==> src/rtl/gpio_pkg.sv <==
// Shared definitions for the GPIO switch debouncer: per-bit FSM states and default sizing.
package gpio_pkg;

  localparam int unsigned GPIO_WIDTH_DEF      = 8;
  localparam int unsigned DEBOUNCE_CYCLES_DEF = 500000;

  typedef enum logic {
    STABLE   = 1'b0,
    COUNTING = 1'b1
  } db_state_t;

  // Counter width for a given stability window; never narrower than one bit.
  function automatic int unsigned cnt_width(input int unsigned cycles);
    return (cycles < 2) ? 1 : $clog2(cycles);
  endfunction

endpackage

==> src/rtl/gpio_debounce_bit.sv <==
// One switch bit: two-flop synchronizer, STABLE/COUNTING FSM and stability counter.
module debounce_bit
  import gpio_pkg::*;
#(
  parameter int unsigned DEBOUNCE_CYCLES = DEBOUNCE_CYCLES_DEF
) (
  input  logic clk,
  input  logic reset,
  input  logic sw,
  output logic level,
  output logic toggle
);

  localparam int unsigned      CW   = cnt_width(DEBOUNCE_CYCLES);
  localparam logic [CW-1:0]    TERM = CW'(DEBOUNCE_CYCLES - 1);

  logic [1:0]    sync;
  db_state_t     state;
  logic [CW-1:0] cnt;
  logic          mismatch;
  logic          at_term;

  assign mismatch = sync[1] ^ level;
  assign at_term  = (cnt == TERM);
  // The count never reaches DEBOUNCE_CYCLES itself: the cycle that would is the toggle cycle.
  assign toggle   = (state == COUNTING) && mismatch && at_term;

  always_ff @(posedge clk or negedge reset) begin
    if (!reset) begin
      sync  <= '0;
      state <= STABLE;
      cnt   <= '0;
      level <= 1'b0;
    end else begin
      sync <= {sync[0], sw};
      case (state)
        STABLE: begin
          if (mismatch) begin
            state <= COUNTING;
            cnt   <= CW'(1);
          end
        end
        COUNTING: begin
          if (!mismatch) begin
            state <= STABLE;
            cnt   <= '0;
          end else if (at_term) begin
            level <= ~level;
            state <= STABLE;
            cnt   <= '0;
          end else begin
            cnt <= cnt + 1'b1;
          end
        end
        default: begin
          state <= STABLE;
          cnt   <= '0;
        end
      endcase
    end
  end

endmodule

==> src/rtl/gpio_debounce.sv <==
// Debounced switch bank with sticky change flag and optional per-bit edge pending masks.
// Define GPIO_EDGE_PEND_EN to build the rise/fall pending flops; otherwise those ports read 0.
module gpio_debounce
  import gpio_pkg::*;
#(
  parameter int unsigned WIDTH           = GPIO_WIDTH_DEF,
  parameter int unsigned DEBOUNCE_CYCLES = DEBOUNCE_CYCLES_DEF
) (
  input  logic             clk,
  input  logic             reset,
  input  logic [WIDTH-1:0] sw_i,
  input  logic             ack_i,
  output logic [WIDTH-1:0] gpio_o,
  output logic             changed_o,
  output logic [WIDTH-1:0] rise_pend_o,
  output logic [WIDTH-1:0] fall_pend_o
);

  if (DEBOUNCE_CYCLES < 2) begin : g_cycles_check
    $error("gpio_debounce: DEBOUNCE_CYCLES must be at least 2");
  end

  logic [WIDTH-1:0] toggle;

  for (genvar i = 0; i < WIDTH; i++) begin : g_bit
    debounce_bit #(
      .DEBOUNCE_CYCLES(DEBOUNCE_CYCLES)
    ) u_bit (
      .clk   (clk),
      .reset (reset),
      .sw    (sw_i[i]),
      .level (gpio_o[i]),
      .toggle(toggle[i])
    );
  end

  // A new toggle wins over a simultaneous acknowledge.
  always_ff @(posedge clk or negedge reset) begin
    if (!reset) begin
      changed_o <= 1'b0;
    end else begin
      changed_o <= (changed_o & ~ack_i) | (|toggle);
    end
  end

`ifdef GPIO_EDGE_PEND_EN
  always_ff @(posedge clk or negedge reset) begin
    if (!reset) begin
      rise_pend_o <= '0;
      fall_pend_o <= '0;
    end else begin
      rise_pend_o <= (ack_i ? '0 : rise_pend_o) | (toggle & ~gpio_o);
      fall_pend_o <= (ack_i ? '0 : fall_pend_o) | (toggle &  gpio_o);
    end
  end
`else
  assign rise_pend_o = '0;
  assign fall_pend_o = '0;
`endif

endmodule

==> config.mk <==
export PLATFORM = sky130hd
export DESIGN_NAME = gpio_debounce
export DESIGN_NICKNAME = d
export VERILOG_FILES = /design/src/rtl/gpio_pkg.sv /design/src/rtl/gpio_debounce_bit.sv /design/src/rtl/gpio_debounce.sv
export SDC_FILE = /design/constraint.sdc
export NUM_CORES = 1
export LEC_CHECK = 0
export CAP_MARGIN = 15
export CORE_UTILIZATION = 56
export CTS_CLUSTER_DIAMETER = 100
export DETAILED_ROUTE_END_ITERATION = 8
export GPL_TIMING_DRIVEN = 0
export PLACE_DENSITY = 0.79
export SLEW_MARGIN = 20
export SYNTH_ARGS = -nofsm -noshare
export SYNTH_HDL_FRONTEND = slang
export SYNTH_SLANG_ARGS = --single-unit
==> constraint.sdc <==
create_clock -name clk -period 2.1 [get_ports clk]
set_input_delay 0.315 -clock clk [delete_from_list [all_inputs] [get_ports clk]]
set_output_delay 0.315 -clock clk [all_outputs]
set_load 0.005 [all_outputs]
; Yosys cells after proc, flatten, opt, wreduce, memory -nomap -nowiden
; Cells that the tools add are included.
[word_totals]
regBits = 185
latchBits = 0
mem_bits_rw = 0
mem_bits_ro = 0
inputBits = 11
output_inout_bits = 25
wordCells = 173
memories = 0
[classes]
n_addsub = 8
n_mul = 0
n_div = 0
order_cmp = 0
n_eq_ne = 16
n_shift = 0
mux = 64
n_bitwise = 27
n_reduce_logical = 25
[op_table]
columns = cell, n
row1 = $mux W19, 24
row2 = $pmux W19 S2, 8
row3 = $add A19 B1 Y19 const B, 8
row4 = $eq A19 B19 Y1 const B, 8
row5 = $mux W1, 24
row6 = $reduce_and A3 Y1, 8
row7 = $not A1 Y1, 17
row8 = $logic_and A1 B1 Y1, 16
row9 = $ne A2 B1 Y1 const B, 8
row10 = $pmux W1 S2, 8
row11 = $reduce_or A8 Y1, 1
row12 = $xor A1 B1 Y1, 8
row13 = $and A1 B1 Y1, 1
row14 = $or A1 B1 Y1, 1

; Depth between registers and ports, before layout
[depth]
ltp_word = 5
depth_mapped = 8
depth_no_buf = 6

; By module
; From an unflattened synthesis, not the netlist that was laid out.
[unflattened]
cells_unflattened = 1126
area_unflattened_um2 = 10368.7
[by_module_without_submodules]
columns = mod, instances, cells_each, area_per_inst_um2, seq_area_each_um2
row1 = debounce_bit, 8, 138, 1273.7, 575.6
row2 = gpio_debounce, 1, 22, 178.9, 25.0

; Worst setup path after synthesis
; Ideal clock, no wire load.
[synth_path]
path_kind = reg-to-reg
from = register g_bit[3].u_bit.cnt[12]
to = register g_bit[3].u_bit.cnt[18]
setup_ns = 0.121
arrival_time_ns = 2.141
required_time_ns = 1.979
setup_slack_ns = -0.162
stages_incl_launch_ff = 7
path_buffers = 1
period_less_slack_ns = 2.262
path_cell_list = dfrtp_1 > or4_1 > or4_4 > o21a_4 > buf_6 > a21o_1 > a22o_1
[synth_via]
elab_chain_len = 4
elab_cells_between_ends = 5
cone_classes = add/sub: 1 / eq/ne: 1 / mux: 3
[synth_rtl]
columns = element, line_no
row1 = from (decl), gpio_debounce_bit.sv:19  ; logic [CW-1:0] cnt;
row2 = from (signal assigned), gpio_debounce_bit.sv:52  ; cnt <= cnt + 1'b1;
row3 = $add A19 B1 Y19 / $eq A19 B19 Y1 (equally long branches), "gpio_debounce_bit.sv:52, gpio_debounce_bit.sv:24"
row4 = $mux W19 *, gpio_debounce_bit.sv:47  ; end else if (at_term) begin
row5 = $mux W19 *, gpio_debounce_bit.sv:44  ; if (!mismatch) begin
row6 = $pmux W19 S2 *, gpio_debounce_bit.sv:36  ; case (state)
; Every way passes the cells marked *; elsewhere a longest branch is shown, timed or not.
; A chain may end at the register's enable or synchronous reset.

; Worst setup path in the final report
[layout_path]
from = register g_bit[3].u_bit.cnt[7]
to = register g_bit[3].u_bit.cnt[18]
; Same word-level chain as after synthesis.

==> flow_summary.json <==
{
  "startpoint": "g_bit[3].u_bit.cnt[7]$_DFFE_PN0P_",
  "path_cells": "or4_1 -> or4_4 -> o21a_4 -> buf_8 -> a21o_1 -> a22o_1",
  "path_depth": 6,
  "io_buffers": 19,
  "dominantRegCellSynth": "dfrtp_1",
  "clk_pin_slew_ns": 0.07,
  "stdcell_area_sq_um": 11600,
  "endpoint": "g_bit[3].u_bit.cnt[18]$_DFFE_PN0P_",
  "critPathLaunchType": "flop",
  "area_growth_pct": 16.6,
  "yosys.area.top_type_share": 0.466,
  "slew_headroom": 0.514,
  "ant_nets": 0,
  "min_period_ns": 2.19,
  "netlist_instances": 1096,
  "worstPathRequired_ns": 2.42,
  "status": "complete, but fails checks",
  "ys_top_cells_by_area": "dfrtp_1 (47%), a31oi_1 (5.9%), nand2_1 (4.9%)",
  "coreArea_sq_um": 17300,
  "cts_buffers": 17,
  "fill_cells": 1338,
  "hold_viol": 0,
  "crit_family": "simple AND/OR/NAND/NOR gates",
  "cts_buffer_depth": 2,
  "antenna_cells": 0,
  "gp_congestion": 0.866,
  "cp_num_buf_inv": 1,
  "synthArstFlopShare": 1.00,
  "post-place-ws_ns": -0.422,
  "grt_usage": 0.244,
  "rows": 48,
  "io_pins": 36,
  "crit_fanout": 6,
  "cpMaxStageDelayCell": "or4_1",
  "cts.sinks": 185,
  "avgSynthCellArea_sq_um": 9.07,
  "synth-edff-count": 0,
  "place_area_sq_um": 10500,
  "finalWorstSetupSlack_ns": -0.0936,
  "final_cell_mix": "dfrtp_1 (180), nand2_1 (129), a31oi_1 (91)",
  "crit_arrival_ns": 2.51,
  "maxCapViolations": 0,
  "max_freq_mhz": 456,
  "ys_warn_count": 0,
  "multi_input_area_sq_um": 5180,
  "grt-ovfl-total": 0,
  "dieArea_sq_um": 18300,
  "hpwlAfterDp_mm": 13.9,
  "htreeDepth": 4,
  "slowest_delay_ns": 0.51,
  "crit_type": "flop to flop",
  "setup_viol": 12,
  "final_nets": 1182,
  "grt_pass1_vias": 7807,
  "worstMarginPinSlew_ns": 0.727,
  "die_y_um": 135,
  "grt_max_degree": 103,
  "setup_tns_ns": -0.729,
  "routed_wl_mm": 21.9,
  "power.leakage_nw": 4.92,
  "wl_per_cell_um": 15.7,
  "root_buffer": "clkbuf_16",
  "yosysTopAreaCell": "dfrtp_1",
  "rsz0062_at_grt": "yes",
  "fin_crit_sh": 1.04,
  "finalMaxSlewViolations": 0,
  "vias_per_cell": 6.21,
  "start_util": 0.575,
  "insertion_delay_ns": 0.43,
  "drive_gt1_frac": 0.136,
  "cts_tree": "yes",
  "drt_iter0_drc": 738,
  "violations": "setup timing",
  "r2r-start": "g_bit[3].u_bit.cnt[7]$_DFFE_PN0P_",
  "grt_first_pass_wirelength_mm": 36.3,
  "worstRegToRegCells": 6,
  "yosys.cell_types.count": 61,
  "ys_seq_area_frac": 0.466,
  "antenna_found_initial": 0,
  "ir_worst_vdd_mv": 0.495,
  "synth_seq_cells": 185,
  "drt_pass1_iterations": 5,
  "ff_latch_area_sq_um": 4640,
  "die_width_um": 135,
  "skew_ns": 0.00901,
  "timing.rr.end": "g_bit[3].u_bit.cnt[18]$_DFFE_PN0P_",
  "hold_path.class": "input port to flop",
  "netlist_area_sq_um": 9940,
  "vias": 8693,
  "power.density_nw_per_um2": 653,
  "reg2reg_slack_ns": -0.09,
  "crit_path_end_kind": "flop",
  "final_common_cell": "dfrtp_1",
  "drc": 0
}
-- timing repair --
action                                  in CTS  in global routing
pin swaps                                    7                 10
hold endpoints to repair                    83                  0
setup buffers                                9                  7
hold buffers                                 1                  0
endpoints found under the setup margin     129                118
gates cloned                                 1                  2
resized for setup                           44                 52
-- logic make-up (layout without fill, tap and decap cells) --
kind of cell,after synthesis,count (layout),share of synthesized area
AOI/OAI and AO/OA,312,312,0.204
xor gates and xnor gates,15,15,0.0132
adders and majority gates,8,8,0.0101
buffers and inverters,95,158,0.0458
DFF,185,185,0.466
muxes,16,16,0.0174
other,1,16,0.000377
and+or+nand+nor,464,464,0.243
-- per-layer routing --
layer | GRT usage | wire length [um] | share of wire
met5 | 0 | 0 | 0
met4 | 0.0662 | 258 | 0.012
met3 | 0.0464 | 1040 | 0.048
met2 | 0.394 | 10600 | 0.48
met1 | 0.336 | 10000 | 0.46
-- synthesized netlist by cell type, types with 4 or more instances --
master,n
nor3_1,20
a41oi_1,27
a21o_1,17
nand4b_1,4
a22o_1,19
nand3b_1,5
nor2b_1,7
or3_1,8
nor4bb_1,7
or2_2,9
a31oi_1,94
nand4_1,33
nand2_1,131
mux2_2,10
buf_1,4
xnor2_1,4
nor4_1,16
nand2b_1,15
o31ai_1,9
mux2i_1,6
o21a_1,4
and3_1,23
or4_1,4
clkbuf_1,43
buf_4,24
inv_1,22
and4_1,9
o21ai_0,53
nor2_1,61
nand3_1,79
a21oi_1,61
and2_1,19
nor4b_1,5
xor2_1,11
dfrtp_1,185
ha_1,8
-- through the flow --
| stage | hold WS, ns | instances | util | power [W] |
|---|---|---|---|---|
| after global routing | 0.306 | 1399 | 0.670 | 0.00786 |
| after detailed placement | 0.337 | 1356 | 0.608 | 0.00436 |
| final | 0.320 | 1399 | 0.670 | 0.00756 |
| after global placement | 0.332 | 1355 | 0.606 | 0.00434 |
| after CTS | 0.309 | 1393 | 0.653 | 0.00758 |
| after floorplan | 0.0194 | 1111 | - | 0.00415 |
-- report_power, final --
group	total (W)	switching [W]	internal, W
Clock	0.00321	0.00132	0.00189
Combinational	0.000576	0.000347	0.000229
Sequential	0.00378	0.000122	0.00366
-- worst min path at each step --
stage | from | cells after the start | endpoint
2_1_floorplan | reset | 0 | changed_o$_DFF_PN0_
3_3_place_gp | g_bit[4].u_bit.sync[0]$_DFF_PN0_ | 0 | g_bit[4].u_bit.sync[1]$_DFF_PN0_
3_5_place_dp | g_bit[3].u_bit.sync[0]$_DFF_PN0_ | 0 | g_bit[3].u_bit.sync[1]$_DFF_PN0_
4_1_cts | sw_i[7] | 1 | g_bit[7].u_bit.sync[0]$_DFF_PN0_
5_1_grt | sw_i[5] | 1 | g_bit[5].u_bit.sync[0]$_DFF_PN0_
6_report | sw_i[3] | 1 | g_bit[3].u_bit.sync[0]$_DFF_PN0_
-- final cells by class --
cell class | instances | share of cell area
sequential | 185 | 0.400
multi-input combinational | 831 | 0.447
tap | 225 | 0.0243
buffer | 66 | 0.0363
timing repair buffer | 40 | 0.0354
inverter | 22 | 0.00713
clock buffer | 22 | 0.0392
clock inverter | 8 | 0.0106
-- flip-flops by register name (all words and copies together), names as in the netlist --
signal and flops:
g_bit.u_bit.level 8, changed_o 1, g_bit.u_bit.sync 16, g_bit.u_bit.cnt 152, g_bit.u_bit.state 8
No activity file was read; power rests on OpenSTA's default activity.
==> patch, RTL diff (same settings) <==
Add an input register stage for `sw_i`, without a reset; this delays it by one clock. The other inputs are not delayed to match.
--- a/src/rtl/gpio_debounce.sv
+++ b/src/rtl/gpio_debounce.sv
@@ -16,6 +16,12 @@
   output logic [WIDTH-1:0] fall_pend_o
 );
 
+  logic [WIDTH-1:0] sw_q;
+
+  always_ff @(posedge clk) begin
+    sw_q <= sw_i;
+  end
+
   if (DEBOUNCE_CYCLES < 2) begin : g_cycles_check
     $error("gpio_debounce: DEBOUNCE_CYCLES must be at least 2");
   end
@@ -28,7 +34,7 @@
     ) u_bit (
       .clk   (clk),
       .reset (reset),
-      .sw    (sw_i[i]),
+      .sw    (sw_q[i]),
       .level (gpio_o[i]),
       .toggle(toggle[i])
     );
Function: no difference found for any inputs over 4 cycles, from zero or initial values and one cycle with reset low; that may be too few to reach the edited logic, so the function may still have changed.
==> patch against the original RTL <==
Total power rose by 3.0%; critical path type unchanged; sequential cell count rose by 8; area after synthesis rose by 0.91%; fmax fell by 7.9%; synthesized cell count fell by 1.6%; highest routed layer unchanged; final area rose by 3.5%; the flow still finishes with violations (negative setup slack); worst setup slack got worse by 0.19 ns; routed wire length rose by 6.3%.
==> patch: results (changes against the original RTL) <==
finalWorstSetupSlack_ns: -0.2825  # -0.1889 ns
worstMarginPinSlew_ns: 1.001  # +0.2742 ns
drive_above_1_share_pct: 16.08  # +2.4 points
seq_share_pct: 39.98  # about the same
setup_viol: 38  # +26
inverters: 25  # +14%
final-clk-cell-share_pct: 4.998  # +0.020 points
tns_ns: -8.360  # -7.630 ns
ir_worst_vdd_uv: 601.7  # +21%
grt_pass1_wl_mm: 38.02  # +4.8%
power.leakage_nw: 5.071  # +3.1%
grtUsageTotal_pct: 25.54  # +1.1 points
clkLatencyLatePin_ns: 0.43  # about the same
dpl_cell_area_um2: 10650  # +1.3%
n_clock_buffer: 28  # +27%
buffer_area_share_pct: 8.724  # +1.6 points
dieArea_um2: 18450  # +0.90%
synth_seq_area_share_pct: 47.75  # +1.2 points
grt_pass1_vias: 8042  # +3.0%
r2r_cells: 6  # unchanged
preCtsSetupSlack_ns: -0.4000  # +0.02176 ns
violations: "negative setup slack"
drt-initial-drc-count: 817  # +11%
multi_input_cells: 815  # -1.9%
vias: 8929  # +2.7%
async_reset_ff_share_pct: 95.85  # -4.1 points
status: "complete, but fails checks"
r2r_slack_ns: -0.28  # -0.19 ns
place.gp.congestion: 0.8492  # -2.0%
r2r_start: "g_bit[7].u_bit.cnt[5]$_DFFE_PN0P_"
netlist_top_cells_count: "dfrtp_1 (185), nand2_1 (131), a31oi_1 (91)"
hpwl_mm: 14.29  # +2.6%
routedWlPerCell_um: 16.49  # +5.2%
clockBufferDepth: 2  # unchanged
cpMaxStageDelayCell: "or4_4"
multi_input_area_share_pct: 43.17  # -1.5 points
synth_seq_cells: 193  # +4.3%
grt_max_degree: 99  # -3.9%
placedCellCount: 1339  # -1.3%
final_nets: 1194  # +1.0%
syn_avg_cell_area_um2: 9.295  # +2.5%
ys_top_cells_by_area: "dfrtp_1 (46%), a31oi_1 (5.7%), nand2_1 (4.9%), a21oi_1 (3.4%), o21ai_0 (3.0%)"
fillers: 1283  # -4.1%
port_buffers: 19  # unchanged
fin_skew_ns: 0.009570  # +0.0005645 ns
crit_path_max_fanout: 7  # +1
r2r_end: "g_bit[7].u_bit.cnt[9]$_DFFE_PN0P_"
cp_slowest_stage_delay_ns: 0.56  # +0.05 ns
fin_util_pct: 68.84  # +1.9 points
diodes: 0  # unchanged
synth_cell_type_count: 67  # +9.8%
signal_buffers: 123  # +16%
drt_wl_total_mm: 23.30  # +6.3%
==> patch: cell types whose count changed after synthesis, moves of 5 or more <==
cell      delta
dfxtp_1      +8
and3_1       +6
nor2_1      -14
nand3_1     -22
a21oi_1      +7
a41oi_1     -10
clkbuf_1    -15
a21o_1       -7
nor4_1       +8
o21ai_0      +7
nand2b_1     +8
and4_1       +5
nor2b_1      -7
==> patch: how the worst min path moves through the flow <==
stage / from / end / slack (ns) / depth (start not counted)
after floorplan: reset / changed_o$_DFF_PN0_ / 0.02 / 0
after global placement: sw_q[0]$_DFF_P_ / g_bit[0].u_bit.sync[0]$_DFF_PN0_ / 0.32 / 0
after detailed placement: sw_q[4]$_DFF_P_ / g_bit[4].u_bit.sync[0]$_DFF_PN0_ / 0.32 / 0
after CTS: sw_i[5] / sw_q[5]$_DFF_P_ / 0.31 / 1
after global routing: sw_i[2] / sw_q[2]$_DFF_P_ / 0.31 / 1
final: sw_i[2] / sw_q[2]$_DFF_P_ / 0.32 / 1
==> patch: worst max-delay path, delay by kind of cell, from the launching register on <==
kind,cells,cell delay [ns]
compound gates,2,0.45
buf+inv,1,0.15
flops,1,0.42
simple gates,3,1.24
==> patch: where the power goes <==
group          switching, mW  internal, mW
clock network           1.35          1.95
logic                  0.354         0.249
registers             0.0896          3.80
==> patch: layer usage <==
metal | vias up | global-route usage (%) | share of wire [%]
met4 | 0 | 6.991 | 1.8
met3 | 43 | 4.773 | 4.8
li1 | 4232 | - | -
met5 | - | 0 | 0
met1 | 4341 | 35.00 | 45
met2 | 313 | 41.50 | 48
==> patch: what timing repair did <==
| action | 4_1_cts | 5_1_grt |
|---|---|---|
| hold buffers | 1 | 0 |
| endpoints found under the setup margin | 127 | 121 |
| setup buffers | 25 | 16 |
| pin swaps | 13 | 15 |
| hold endpoints to repair | 87 | 0 |
| gates resized for setup | 53 | 41 |
| cloned | 2 | 2 |
==> patch: logic make-up (layout without fill, tap and decap cells) <==
| logic type | after synthesis | in the layout | synth area share, % |
|---|---|---|---|
| AO/OA/AOI/OAI | 310 | 311 | 19.71 |
| XOR/XNOR | 17 | 17 | 1.485 |
| adder cells (fa/ha/maj) | 8 | 8 | 0.9980 |
| buffers and inverters | 87 | 180 | 4.478 |
| flip-flops | 193 | 193 | 47.75 |
| multiplexers | 17 | 17 | 1.821 |
| other | 1 | 16 | 0.03739 |
| AND/OR/NAND/NOR | 446 | 446 | 23.72 |
==> patch: per-stage QoR <==
step                total power [mW]  hold slack [ns]
finish                         7.792           0.3245
global route                   8.069           0.3093
CTS                            7.793           0.3129
detailed placement             4.462           0.3195
global placement               4.439           0.3170
floorplan                      4.260          0.01941
